==> config.mk <==
export PLATFORM = sky130hd
export DESIGN_NAME = game_monitor
export DESIGN_NICKNAME = d
export VERILOG_FILES = /design/src/rtl/game_monitor.sv
export SDC_FILE = /design/constraint.sdc
export NUM_CORES = 1
export LEC_CHECK = 0
export ABC_CLOCK_PERIOD_IN_PS = 2500
export BUFFER_PORTS_ARGS = -buffer_cell sky130_fd_sc_hd__buf_2
export CAP_MARGIN = 20
export CORE_ASPECT_RATIO = 2
export CORE_UTILIZATION = 51
export DETAILED_ROUTE_END_ITERATION = 16
export GPL_ROUTABILITY_DRIVEN = 0
export GPL_TIMING_DRIVEN = 0
export PLACE_DENSITY_LB_ADDON = 0.1
export SETUP_SLACK_MARGIN = 0.4
export SLEW_MARGIN = 30
export SYNTH_ARGS = -nofsm -noshare
export SYNTH_HDL_FRONTEND = slang
export SYNTH_SLANG_ARGS = --single-unit
==> constraint.sdc <==
create_clock -name clock -period 2.5 [get_ports clock]
set_input_delay 0.375 -clock clock [delete_from_list [all_inputs] [get_ports clock]]
set_output_delay 0.375 -clock clock [all_outputs]
set_load 0.1 [all_outputs]
==> src/rtl/game_monitor.sv <==
// game_monitor: per-frame collision detection, IDLE/PLAY/DEAD game FSM, saturating BCD score and 7-seg drive.
// Optional high-score register shown on hex3..hex5 when GAME_MONITOR_HIGH_SCORE_EN is defined.
module game_monitor #(
  parameter int WIDTH = 640,
  parameter int HEIGHT = 480,
  parameter int GRACE_FRAMES = 4
) (
  input  logic        clock,
  input  logic        reset_n,
  input  logic        start,
  input  logic        press,
  input  logic [9:0]  x,
  input  logic [8:0]  y,
  input  logic        bird_on,
  input  logic        pipe_on,
  input  logic        pipe_pass,
  output logic        playing,
  output logic        gameover,
  output logic        frame_tick,
  output logic [11:0] score_bcd,
  output logic [6:0]  hex0,
  output logic [6:0]  hex1,
  output logic [6:0]  hex2,
  output logic [6:0]  hex3,
  output logic [6:0]  hex4,
  output logic [6:0]  hex5
);
  localparam int GW = $clog2(GRACE_FRAMES + 2);
  localparam logic [6:0] ZERO = 7'b1000000;
  typedef enum logic [1:0] {IDLE, PLAY, DEAD} state_t;
  state_t state, state_n;
  logic [GW-1:0] grace, grace_n;
  logic [11:0] score_n, score_inc;
  logic coll_flag, fe, hit, fc, c0, c1;

  function automatic logic [6:0] seg(input logic [3:0] d);
    case (d)
      4'd0: seg = 7'b1000000;
      4'd1: seg = 7'b1111001;
      4'd2: seg = 7'b0100100;
      4'd3: seg = 7'b0110000;
      4'd4: seg = 7'b0011001;
      4'd5: seg = 7'b0010010;
      4'd6: seg = 7'b0000010;
      4'd7: seg = 7'b1111000;
      4'd8: seg = 7'b0000000;
      4'd9: seg = 7'b0010000;
      default: seg = 7'h7F;
    endcase
  endfunction

  assign fe  = (x == 10'(WIDTH - 1)) && (y == 9'(HEIGHT - 1));
  assign hit = bird_on && (pipe_on || y == 9'd0 || y == 9'(HEIGHT - 1));
  assign fc  = coll_flag || hit;
  assign c0  = score_bcd[3:0] == 4'd9;
  assign c1  = c0 && score_bcd[7:4] == 4'd9;

  // BCD increment that saturates at 999, so hundreds never exceeds 9
  always_comb begin
    score_inc = score_bcd;
    if (score_bcd != 12'h999) begin
      score_inc[3:0]  = c0 ? 4'd0 : score_bcd[3:0] + 4'd1;
      score_inc[7:4]  = c1 ? 4'd0 : c0 ? score_bcd[7:4] + 4'd1 : score_bcd[7:4];
      score_inc[11:8] = c1 ? score_bcd[11:8] + 4'd1 : score_bcd[11:8];
    end
  end

  always_comb begin
    state_n = state;
    grace_n = grace;
    score_n = score_bcd;
    case (state)
      IDLE: if (start && press) begin
        state_n = PLAY;
        grace_n = GW'(GRACE_FRAMES);
        score_n = '0;
      end
      PLAY: begin
        if (pipe_pass) score_n = score_inc;
        if (!start) state_n = IDLE;
        else if (fe) begin
          if (grace != '0) grace_n = grace - 1'b1;
          else if (fc) state_n = DEAD;
        end
      end
      DEAD: if (!start) state_n = IDLE;
      default: state_n = IDLE;
    endcase
  end

  always_ff @(posedge clock) begin
    if (!reset_n) begin
      state      <= IDLE;
      grace      <= '0;
      score_bcd  <= '0;
      coll_flag  <= 1'b0;
      frame_tick <= 1'b0;
      playing    <= 1'b0;
      gameover   <= 1'b0;
      hex0       <= ZERO;
      hex1       <= ZERO;
      hex2       <= ZERO;
    end else begin
      state      <= state_n;
      grace      <= grace_n;
      score_bcd  <= score_n;
      coll_flag  <= fe ? 1'b0 : coll_flag || (hit && state == PLAY);
      frame_tick <= fe;
      playing    <= state_n == PLAY;
      gameover   <= state_n == DEAD;
      hex0       <= seg(score_bcd[3:0]);
      hex1       <= seg(score_bcd[7:4]);
      hex2       <= seg(score_bcd[11:8]);
    end
  end

`ifdef GAME_MONITOR_HIGH_SCORE_EN
  logic [11:0] high;
  // packed BCD orders the same as its binary value, so a plain compare suffices
  always_ff @(posedge clock) begin
    if (!reset_n) begin
      high <= '0;
      hex3 <= ZERO;
      hex4 <= ZERO;
      hex5 <= ZERO;
    end else begin
      if (state == PLAY && state_n == DEAD && score_n > high) high <= score_n;
      hex3 <= seg(high[3:0]);
      hex4 <= seg(high[7:4]);
      hex5 <= seg(high[11:8]);
    end
  end
`else
  assign hex3 = 7'h7F;
  assign hex4 = 7'h7F;
  assign hex5 = 7'h7F;
`endif
endmodule
After elaboration in Yosys (flattened, before gate mapping)
Memory sizes are Yosys's and may differ from the RTL's. A register that Yosys moved wholly into a read port is not among the register bits. Index checks and enable logic that the tools add are counted.

Flip-flop bits (word level): 21. Bits in latches: 0. Bits in writable memories: 0. ROM bits: 336. Bits of input ports: 26. Word-level logic and storage cells: 75. Memories kept: 3.

Add/sub/neg operators: 4. $mul: 0. Div/mod/pow operators: 0. $lt $le $gt $ge: 0. Eq/ne operators: 17. Shift-type cells: 0. Mux-type cells: 20. Bitwise logic cells: 1. Reduce and logical (&&, ||, !) cells: 21.

Memories: (name not given) (depth 16, width 7, read ports 1, clocked after memory_dff 1, wr ports 0, RTL line 37) `case (d)`; (name not given) (depth 16, width 7, read ports 1, clocked after memory_dff 1, wr ports 0, RTL line 37); (name not given) (depth 16, width 7, read ports 1, clocked after memory_dff 1, wr ports 0, RTL line 37).

Operator list (count): $mux 12 (3); $pmux 12 s2 (1); $mux 4 (4); $reduce_and 5->1 (3); $ne 2x2->1 const B (7); $add 4x1->4 const B (3); $mux 2 (6); $mux 3 (4); $ne 12x12->1 const B (1); $eq 10x10->1 const B (1); $eq 9x9->1 const B (1); $logic_not 9->1 (1); $eq 4x4->1 const B (2); $pmux 2 s3 (1); $pmux 3 s2 (1); $logic_and 1x1->1 (5); $eq 2x1->1 const B (2); $eq 2x2->1 const B (2); $logic_or 1x1->1 (4); $reduce_and 4->1 (1); $logic_not 1->1 (3); $ne 3x3->1 const B (1); $reduce_bool 3->1 (1); $sub 3x1->3 const B (1); 4 further kinds (4).

Depth between registers and ports, before layout
Depth after elaboration: 11. Depth in mapped cells: 7. Mapped depth without buffers: 7.

Worst setup path before layout
Ideal clock, no wire load.

Path type: reg2reg. From: register score_bcd[9]. To: register score_bcd[11]. Library setup time: 59 ps. Arrival time: 2377 ps. Data required time: 2441 ps. Setup slack: 64 ps. Cell stages (with the launch flop): 7. Buffers on the path: 0. Period minus slack after synthesis: 2436 ps. Cell sequence: dfxtp_1 inv_1 ha_1 a22oi_2 nand2_1 or4_1 nand2_1.

Cells in the longest elaborated chain, start to end: 5. Elaborated cells on any way between the ends: 8. Those cells by class: add/sub: 1; eq/ne: 2; mux: 4; reduce/logical: 1.

RTL lines: from (decl) (RTL line 20) `output logic [11:0] score_bcd,`; from (signal assigned) (RTL line 106) `score_bcd <= score_n;`; $add 4x1->4 (RTL line 64) `score_inc[11:8] = c1 ? score_bcd[11:8] + 4'd1 : score_bcd[11:8];`; $mux 4 (RTL line 64); $mux 12 (RTL line 61) `if (score_bcd != 12'h999) begin`; $mux 12 (RTL line 79) `if (pipe_pass) score_n = score_inc;`; $pmux 12 s2 (RTL line 72) `case (state)`.

Several ways; a longest one is shown, not always the timed one. The select of a mux whose other input is x is not followed. A chain may end at the register's enable or synchronous reset.

Final worst setup path
From: register state[0]. To: register score_bcd[11].

Cells in the longest elaborated chain, start to end: 3. Elaborated cells on any way between the ends: 9. Those cells by class: eq/ne: 5; mux: 1; reduce/logical: 3.

RTL lines: from (decl) (RTL line 31) `state_t state, state_n;`; from (signal assigned) (RTL line 104) `state <= state_n;`; $eq 2x1->1 / $logic_not 2->1 (equally long branches) (RTL line 72); $ne 2x2->1 (no source line) / $reduce_bool 2->1 (equally long branches); $reduce_and 5->1 (no source line).

Several ways; a longest one is shown, not always the timed one.

==> flow_metrics.tcl <==
set metrics [dict create \
    whs_ns 0.369 \
    cts.sinks 42 \
    fin_util_pct 65.9 \
    ctsResizeCount 0 \
    cts-root-buf "clkbuf_8" \
    vias 2021 \
    hold_viol 0 \
    insertedDiodeCount 0 \
    grt_pass1_vias 1905 \
    layout.cells.non_filler 413 \
    synth_area_leader_cell "dfxtp_1" \
    rows 34 \
    start_kind "flop" \
    fmax_mhz 543 \
    post_cts_buffers 0 \
    avgRoutedWirePerCell_um 11.2 \
    cap_violations 0 \
    antenna_found_initial 0 \
    grt_pass1_wl_um 7670 \
    syn_inst 272 \
    synth-seq-cells 42 \
    synth.area.mux_share_pct 0.436 \
    die_x_um 49.5 \
    critPathKind "reg -> reg" \
    slew_viol_final 0 \
    synth_top_family_by_area "simple AND/OR/NAND/NOR gates" \
    post-route-period-util_pct 73.7 \
    finalClockSkew_ns 0.00764 \
    clk_latency_ns 0.28 \
    critPathArrivalTime_ns 2.07 \
    crit_slowest_cell "or4_1" \
    cp_common_cell "nand2_1" \
    hold_path.class "in -> reg" \
    synth_flop_cell "dfxtp_1" \
    hpwl_um 3640 \
    netlist_area_sq_mm 0.00230 \
    synth-seq-area-share_pct 36.6 \
    syn2layout_area_growth_pct 24.5 \
    worst_pin_slew_ns 0.551 \
    cp_num_buf_inv 1 \
    portBuffers 60 \
    hold_buffers 0 \
    period_minus_slack_ns 1.84 \
    synth_area_leaders "dfxtp_1, ha_1, buf_4, a21oi_1, nand2b_1" \
    max_stage_delay_ns 0.53 \
    drive_gt1_share_pct 28.7 \
    grt_max_degree 13 \
    dieArea_sq_mm 0.00479 \
    cellLeakagePower_nw 1.32 \
    io_pins 83 \
    run_status "finished, final reports clean" \
    h-tree-depth 2 \
    avgSynthCellArea_sq_um 8.45 \
    finalPower_mw 1.67 \
    grt_overflow 0 \
    initial_utilization_pct 52.9 \
    relSlewSlack_pct 62.9 \
    powerDensity_mw_per_mm2 585 \
    synthAdderAreaFrac_pct 9.26 \
    yosys.cell_types.count 45 \
    crit_fanout 9 \
    tns_ns 0 \
    synth_warnings 0 \
    yosys.area_share.simple_pct 26.7 \
    rsz0062_at_grt "no" \
    crit_chain "nand4bb_1 > clkbuf_1 > a22oi_2 > nand2_1 > or4_1 > nand2_1" \
    synth_async_sr_flop_share_pct 0 \
    synth-compound-area-share_pct 13.7 \
    cts_inserted_buffers 5 \
    nets 402 \
    wl_um 4610 \
    drtIter0Drc 31 \
    drc 0 \
    dpl.cell_count 406 \
    ant_nets 0 \
    firstDrtPassIters 4 \
    cts_tree "built" \
    core_sq_mm 0.00434 \
    irDropWorstVdd_mv 0.547 \
    synth_edf_count 0 \
    setup_violations 0 \
    netlist.area_leader.share_pct 36.6 \
    synth_xor_area_share_pct 2.67 \
    cts_buffer_depth 2 \
    die_y_um 96.9 \
    crit_family "simple AND/OR/NAND/NOR gates" \
    clkTransAtPathRegs_ns 0.08 \
    vias_per_cell 4.89 \
    cp-end-kind "flop" \
    grt_use_total_pct 20.3 \
    required_ns 2.73 \
]
-- worst reg2reg max path: cells and delay by family, from the launching register on --
kind,cells,cell delay [ns]
compound gates,1,0.22
buf+inv,1,0.20
flops,1,0.38
simple gates,4,0.98
-- state kept, by name (all words and copies together) (netlist names) --
name and cells:
coll_flag 1, score_bcd 12, hex2 7, playing 1, hex1 7, hex0 7
gameover 1, grace 3, state 2, frame_tick 1
-- through the flow --
step	setup slack (ns)	cell area [sq um]
2_1_floorplan	0.289	2380
3_3_place_gp	0.507	2750
3_5_place_dp	0.474	2750
4_1_cts	0.656	2860
5_1_grt	0.528	2860
6_report	0.657	2860
-- power by group --
| group | leakage [nW] | internal [mW] | switching [mW] |
|---|---|---|---|
| registers | 0.343 | 0.689 | 0.0136 |
| logic | 0.924 | 0.0945 | 0.343 |
| clock network | 0.0573 | 0.319 | 0.212 |
| total | 1.32 | 1.10 | 0.569 |
-- area by class of cell --
cell class	instances	area, sq um
timing repair buffer	60	300
multi-input combinational	207	1290
clock inverter	1	30.0
fill	395	1480
tap	54	67.6
buffer	31	195
clock buffer	6	82.6
inverter	12	45.0
sequential	42	847
-- cell usage in the layout, fill, tap and decap left out, types with 2 or more instances in the layout --
master	Yosys	layout
a211oi_1	3	3
a21boi_0	7	7
a21oi_1	21	21
and3_1	5	5
and3b_1	2	2
buf_2	0	60
buf_4	21	21
clkbuf_1	10	10
clkbuf_8	0	6
conb_1	1	21
dfxtp_1	42	37
dfxtp_2	0	5
ha_1	17	17
inv_1	12	12
nand2_1	21	21
nand2b_1	16	16
nand3_1	11	11
nand3b_1	2	2
nand4_1	3	3
nand4b_1	2	2
nor2_1	24	24
nor2b_1	6	6
nor3_1	2	2
nor3_2	2	2
nor3b_1	3	3
nor4_1	2	2
o21ai_0	9	9
or2_2	3	3
xnor2_1	3	3
xor2_1	4	4
-- cells in the mapped netlist, types with 2 or more instances --
library cell  count
nor4_1            2
or2_2             3
a21boi_0          7
nor2_1           24
clkbuf_1         10
o21ai_0           9
and3b_1           2
nand4b_1          2
xor2_1            4
buf_4            21
nand2b_1         16
nand4_1           3
and3_1            5
nand3b_1          2
a211oi_1          3
a21oi_1          21
inv_1            12
xnor2_1           3
nor2b_1           6
ha_1             17
nand2_1          21
nand3_1          11
dfxtp_1          42
nor3_2            2
nor3b_1           3
nor3_1            2
-- per-layer routing --
layer	wire length [um]	track usage, %
met1	1690	16.7
met2	2630	42.3
met3	199	3.62
met4	95	9.45
met5	0	0
-- kinds of logic after synthesis --
| family | after synthesis |
|---|---|
| muxes | 1 |
| DFF | 42 |
| adders and majority gates | 17 |
| and+or+nand+nor | 111 |
| AOI/OAI and AO/OA | 50 |
| buffers and inverters | 43 |
| xor gates and xnor gates | 7 |
| other | 1 |
-- path summary, 6_finish.rpt --
check	from	cells past startpoint	endpoint	slack (ns)
min reg2reg	grace[0]	2	grace[0]	0.47
max reg2reg	state[0]	6	score_bcd[11]	0.66
min	start	3	gameover	0.37
max	state[0]	6	score_bcd[11]	0.66
Note: power is estimated with default switching activity, not from simulation.
